## src/rtl/lcd_init_seq.sv

```systemverilog
// -----------------------------------------------------------------------------
// lcd_init_seq
//
// Sits in front of the LCD PHY instruction port. On start_i it issues the
// HD44780 power-on initialisation sequence (8 commands with the mandated
// power-up and inter-command delays). After the eighth command it becomes a
// combinational pass-through for user instructions. Until then the user
// stream is stalled (usr_ready_o=0), never dropped.
//
// Ports:
//   clk_i        clock
//   rst_i        asynchronous active-high reset
//   start_i      single-cycle request to run (or re-run) initialisation
//   usr_instr_i  user instruction {RS, RWB, DB[7:0]}
//   usr_valid_i  user instruction valid
//   usr_ready_o  user instruction accepted (only while init_done_o=1)
//   instr_o      instruction to the PHY
//   valid_o      instruction valid to the PHY
//   ready_i      PHY ready
//   init_busy_o  initialisation in progress
//   init_done_o  initialisation complete, pass-through active
// -----------------------------------------------------------------------------
module lcd_init_seq #(
  parameter int unsigned INSTR_WIDTH       = 10,
  parameter int unsigned WAIT_WIDTH        = 24,
  parameter int unsigned POWERUP_CYCLES    = 1500000,
  parameter int unsigned LONG_WAIT_CYCLES  = 410000,
  parameter int unsigned SHORT_WAIT_CYCLES = 10000,
  parameter logic [7:0]  FUNC_SET          = 8'h38,
  parameter logic [7:0]  ENTRY_MODE        = 8'h06,
  parameter logic [7:0]  DISP_CTRL         = 8'h0C
) (
  input  logic                   clk_i,
  input  logic                   rst_i,
  input  logic                   start_i,
  input  logic [INSTR_WIDTH-1:0] usr_instr_i,
  input  logic                   usr_valid_i,
  output logic                   usr_ready_o,
  output logic [INSTR_WIDTH-1:0] instr_o,
  output logic                   valid_o,
  input  logic                   ready_i,
  output logic                   init_busy_o,
  output logic                   init_done_o
);

  localparam longint unsigned CNT_MAX = (64'd1 << WAIT_WIDTH) - 64'd1;

  // Configuration guards: counter must hold every delay, and the
  // instruction format is fixed at {RS, RWB, DB[7:0]}.
  if (INSTR_WIDTH != 10) begin : g_bad_width
    $error("lcd_init_seq: INSTR_WIDTH must be 10");
  end
  if (longint'(POWERUP_CYCLES) > CNT_MAX ||
      longint'(LONG_WAIT_CYCLES) > CNT_MAX ||
      longint'(SHORT_WAIT_CYCLES) > CNT_MAX) begin : g_bad_wait
    $error("lcd_init_seq: a delay parameter exceeds the WAIT_WIDTH counter range");
  end

  localparam logic [WAIT_WIDTH-1:0] PWR_LOAD   = WAIT_WIDTH'(POWERUP_CYCLES);
  localparam logic [WAIT_WIDTH-1:0] LONG_LOAD  = WAIT_WIDTH'(LONG_WAIT_CYCLES);
  localparam logic [WAIT_WIDTH-1:0] SHORT_LOAD = WAIT_WIDTH'(SHORT_WAIT_CYCLES);
  localparam logic [WAIT_WIDTH-1:0] CNT_ONE    = WAIT_WIDTH'(1);

  // Command ROM, step 0 in the least significant byte.
  localparam logic [63:0] ROM_PACKED = {DISP_CTRL, ENTRY_MODE, 8'h01, 8'h08,
                                        FUNC_SET, 8'h30, 8'h30, 8'h30};

  logic [7:0] rom_w [8];

  for (genvar gi = 0; gi < 8; gi++) begin : g_rom
    assign rom_w[gi] = ROM_PACKED[gi*8 +: 8];
  end

  typedef enum logic [2:0] {
    IDLE,
    PWR_WAIT,
    ISSUE,
    WAIT,
    DONE
  } state_t;

  state_t                state_q, state_d;
  logic [WAIT_WIDTH-1:0] cnt_q, cnt_d;
  logic [2:0]            step_q, step_d;

  // Post-step delay: only the three 0x30 wake-up commands need one; the
  // remaining commands rely on the PHY's busy handling via ready_i.
  logic                  step_has_wait;
  logic [WAIT_WIDTH-1:0] step_wait;

  always_comb begin
    step_has_wait = (step_q <= 3'd2);
    step_wait     = (step_q == 3'd0) ? LONG_LOAD : SHORT_LOAD;
  end

  always_ff @(posedge clk_i or posedge rst_i) begin
    if (rst_i) begin
      state_q <= IDLE;
      cnt_q   <= '0;
      step_q  <= '0;
    end else begin
      state_q <= state_d;
      cnt_q   <= cnt_d;
      step_q  <= step_d;
    end
  end

  // Outputs decode the registered state only (plus the pass-through path in
  // DONE), so instr_o/valid_o are stable for the whole cycle and hold while
  // the PHY stalls. The delay states last max(N,1) cycles: the counter is
  // loaded with N and the state exits on the cycle it reads 1 or 0.
  always_comb begin
    state_d     = state_q;
    cnt_d       = cnt_q;
    step_d      = step_q;
    instr_o     = '0;
    valid_o     = 1'b0;
    usr_ready_o = 1'b0;
    init_busy_o = 1'b0;
    init_done_o = 1'b0;

    case (state_q)
      IDLE: begin
        if (start_i) begin
          state_d = PWR_WAIT;
          cnt_d   = PWR_LOAD;
          step_d  = 3'd0;
        end
      end

      PWR_WAIT, WAIT: begin
        init_busy_o = 1'b1;
        if (cnt_q <= CNT_ONE) begin
          state_d = ISSUE;
          cnt_d   = '0;
        end else begin
          cnt_d = cnt_q - CNT_ONE;
        end
      end

      ISSUE: begin
        init_busy_o = 1'b1;
        valid_o     = 1'b1;
        instr_o     = {2'b00, rom_w[step_q]};
        if (ready_i) begin
          if (step_q == 3'd7) begin
            state_d = DONE;
          end else begin
            step_d = step_q + 3'd1;
            if (step_has_wait) begin
              state_d = WAIT;
              cnt_d   = step_wait;
            end
          end
        end
      end

      DONE: begin
        init_done_o = 1'b1;
        instr_o     = usr_instr_i;
        valid_o     = usr_valid_i;
        usr_ready_o = ready_i;
        // A user transfer in this same cycle still completes through the
        // pass-through above; the restart takes effect next cycle.
        if (start_i) begin
          state_d = PWR_WAIT;
          cnt_d   = PWR_LOAD;
          step_d  = 3'd0;
        end
      end

      default: begin
        state_d = IDLE;
      end
    endcase
  end

endmodule

```

## config.mk

```make
export PLATFORM = sky130hd
export DESIGN_NAME = lcd_init_seq
export DESIGN_NICKNAME = d
export VERILOG_FILES = /design/src/rtl/lcd_init_seq.sv
export SDC_FILE = /design/constraint.sdc
export NUM_CORES = 1
export LEC_CHECK = 0
export CAP_MARGIN = 40
export CORE_ASPECT_RATIO = 1.4
export CORE_MARGIN = 3
export CORE_UTILIZATION = 30
export CTS_CLUSTER_DIAMETER = 50
export DETAILED_ROUTE_END_ITERATION = 8
export PLACE_DENSITY = 0.45
export SYNTH_ARGS = -nofsm -noshare
export SYNTH_HDL_FRONTEND = slang
export SYNTH_SLANG_ARGS = --single-unit
```

## constraint.sdc

```tcl
create_clock -name clk_i -period 7.04 [get_ports clk_i]
set_clock_uncertainty 0.05 [all_clocks]
set_input_delay 0.704 -clock clk_i [delete_from_list [all_inputs] [get_ports clk_i]]
set_output_delay 0.704 -clock clk_i [all_outputs]
set_load 0.02 [all_outputs]
```

==> results by group <==
Logic synthesis
  – Ys Warns: 0
  – Syn Nets: 270
  – Syn avg cell area: 8.64 um^2
  – Sequential-to-total area share from yosys stat: 35.0%
  – Mux cell area share after synthesis: 1.52%
  – Mapped Cells: 248
  – Adder-Cell Fraction of Synth Area: 4.09%
  – Complex-gate fraction of the synthesized area: 28.6%
  – Xor and xnor area share after synthesis: 0%
  – Mapped cell area: 2140 um^2
  – Post-synthesis simple-gate area fraction: 25.1%
  – Ys flop type: dfrtp_1
  – Unique masters post-synth: 57
  – Async SR Flop Fraction: 100%
  – #FFs+latches synth: 30
  – Largest family of logic cells by synthesized area: compound AO/OA/AOI/OAI gates
  – EDFF count, synth: 0

STA
  – Worst slew pin tran: 0.864 ns
  – Max frequency: 0.311 GHz
  – Clock period minus final worst setup slack: 3.21 ns
  – Final period util: 45.6%
  – Max-slew violations: 0
  – Final setup TNS: 0 ns
  – Count of final hold-check violations: 0
  – RSZ-0062 raised after global routing: false
  – Worst relative slew slack: 42.1%
  – Endpoints failing setup: 0

Placed design
  – Port bufs: 28
  – Placed cell area: 2470 um^2
  – Cells after DPL: 358
  – Post-DP HPWL: 4.51 mm
  – Gpl congestion: 0.798

Setup path
  – Critical path arrival: 2.46 ns
  – Crit-path max cell delay: 0.61 ns
  – R2R cell count: 7
  – Family with the most delay on the worst path: buffers and inverters
  – Crit. End Element: output pin
  – Crit-path slowest cell: dfrtp_1
  – Worst path bufs/invs: 2
  – Reg2Reg Setup Slack: 4.14 ns
  – CP max FO: 19
  – CP Launch Type: register
  – WP data required: 6.29 ns
  – Setup CP Type: reg -> out
  – Worst R2R End: cnt_q[10]$_DFFE_PP0P_
  – Worst r2r src: step_q[0]$_DFFE_PP0P_
  – Worst path cell trace: nor2_1 -> buf_4 -> and3_1 -> clkdlybuf4s50_1

Cells and area
  – Register area: 751 um^2
  – Diode count: 0
  – Ratio of cells with drive above 1 in the final layout: 8.79%
  – Final nets: 295
  – Design area: 2550 um^2
  – Fin cells: 365
  – Synthesis-to-finish area growth: 19.0%
  – Area of the multi-input gates: 1270 um^2
  – Layout fillers: 730

Clocking
  – Clk slew on worst S/H paths: 0.06 ns
  – CTS tree: done
  – CTS Hold Bufs: 0
  – CTS Buf Count: 5
  – Bufs on Longest Clock Path: 2
  – Cts repair resizes: 0
  – CTS sink cnt: 30
  – Clock root cell: clkbuf_8
  – Postcts setup bufs: 0
  – Clk_lat worst skew: 0.28 ns
  – Max H-tree Level: 2

Detailed routing
  – TritonRoute pass-1 iters: 4
  – Final WL: 6.24 mm
  – DRT iter0 DRCs: 75
  – Via/cell ratio: 5.47
  – DRC viols: 0
  – Final ANT Viol Nets: 0
  – WL/cell: 17.1 um
  – Total number of vias: 1997

Min path
  – Worst Hold Endpoint: cnt_q[19]$_DFFE_PP0P_
  – Hold Crit Start: cnt_q[19]$_DFFE_PP0P_
  – Hold Path Stages: 1
  – Worst min-delay path class: reg -> reg

Global route
  – Antenna violations before repair: 0
  – Largest net degree at the start of global routing: 31
  – Vias in the first global route: 2035
  – GRT Util Overall: 16.2%
  – First-pass GRT wire length: 10.6 mm
  – Total gr overflow: 0

Floorplan
  – Initial Utilization: 31.8%
  – Die area: 8200 um^2
  – Die H: 106 um
  – Io pins: 29
  – Die X-Extent: 77.4 um
  – Core area: 6740 um^2
  – Row count: 35

Power
  – PD cells: 131 nW/um^2
  – Pleak: 0.996 nW
  – Power Total: 0.000333 W
  – Worst ir drop on vdd: 0.0497 mV

Job
  – Max Cap Viol: 0

Run status
  – Outcome: finished, final reports clean
==> layout make-up <==
| class | count | share of cell area, % |
|---|---|---|
| timing repair buffer | 31 | 11.9 |
| multi-input combinational | 196 | 49.8 |
| sequential | 30 | 29.5 |
| inverter | 9 | 1.33 |
| tap | 92 | 4.52 |
| clock buffer | 7 | 2.99 |
==> where the power goes <==
part	switching, W	internal, W	leakage (nW)
Clock	0.0000635	0.0000680	0.0383
Sequential	0.00000536	0.000176	0.327
Combinational	0.00000910	0.0000111	0.630
Total	0.0000779	0.000256	0.996
==> cells in the final DEF, fill, tap and decap left out, drive strengths merged, types with 2 or more instances in the layout <==
cell type,instances
a211oi,2
nand4,3
ha,7
dfrtp,30
or4,2
nand2b,4
o21ai,17
a22o,2
clkdlybuf4s50,28
or2b,2
nand2,17
o2bb2ai,3
o22a,4
nor2b,5
a32oi,3
a31oi,15
inv,9
buf,3
nor2,25
nand3,7
and3,5
mux2,2
o21a,4
a21o,3
nor4,6
a21oi,24
nor3,13
clkbuf,7
o211ai,2
==> how the worst max path moves through the flow <==
stage                           start               endpoint  slack [ns]  cells past startpoint
6_report       state_q[0]$_DFFE_PP0P_            usr_ready_o        3.83                      4
5_1_grt        state_q[0]$_DFFE_PP0P_            usr_ready_o        3.65                      4
4_1_cts        state_q[0]$_DFFE_PP0P_            usr_ready_o        3.79                      4
3_5_place_dp                  ready_i  cnt_q[10]$_DFFE_PP0P_        3.78                      6
3_3_place_gp                  ready_i  cnt_q[10]$_DFFE_PP0P_        3.83                      6
2_1_floorplan   step_q[0]$_DFFE_PP0P_  cnt_q[10]$_DFFE_PP0P_        4.76                      8
==> metrics by stage <==
step	setup slack, ns	utilization (%)	hold slack (ns)
3_3_place_gp	3.83	36.7	0.427
4_1_cts	3.79	37.8	0.440
6_report	3.83	37.8	0.444
3_5_place_dp	3.78	36.7	0.427
5_1_grt	3.65	37.8	0.462
2_1_floorplan	4.76	-	0.401
==> sequential cells by signal, summed over array words and instances, names as in the netlist <==
register	count
cnt_q	24
step_q	3
state_q	3
==> layer usage <==
| layer | vias up | part of all wire, % | track usage, % | routed length (um) |
|---|---|---|---|---|
| li1 | 977 | - | - | - |
| met4 | 0 | 2.7 | 6.49 | 167 |
| met3 | 12 | 2.5 | 2.63 | 154 |
| met5 | - | 0 | 0 | 0 |
| met2 | 39 | 52 | 29.1 | 3260 |
| met1 | 969 | 43 | 18.8 | 2660 |
==> synth_stat cells (all sizes together), types with 2 or more instances <==
master | count | area share [%]
a211oi | 2 | 0.70
nand2b | 4 | 1.5
nand2 | 17 | 3.0
clkbuf | 5 | 1.3
nor3 | 13 | 3.5
a21oi | 24 | 5.6
a32oi | 3 | 1.2
nor2 | 25 | 4.4
inv | 9 | 1.6
mux2 | 2 | 1.1
dfrtp | 30 | 35
o2bb2ai | 3 | 1.2
o21ai | 17 | 4.0
ha | 7 | 4.1
a21o | 3 | 1.2
nor2b | 5 | 1.5
buf | 8 | 2.7
nand4 | 3 | 1.6
nor4 | 6 | 2.5
a22o | 2 | 0.82
o22a | 4 | 1.6
o21a | 4 | 1.4
nand3 | 7 | 1.6
and3 | 5 | 1.5
o211ai | 2 | 0.70
or2b | 2 | 0.70
a31oi | 15 | 4.7
or4 | 2 | 0.88
==> logic make-up after synthesis <==
| group | count (synthesis) |
|---|---|
| adders and majority gates | 7 |
| and+or+nand+nor | 96 |
| buffers and inverters | 22 |
| muxes | 3 |
| DFF | 30 |
| AOI/OAI and AO/OA | 90 |
Note: power is estimated with default switching activity, not from simulation.
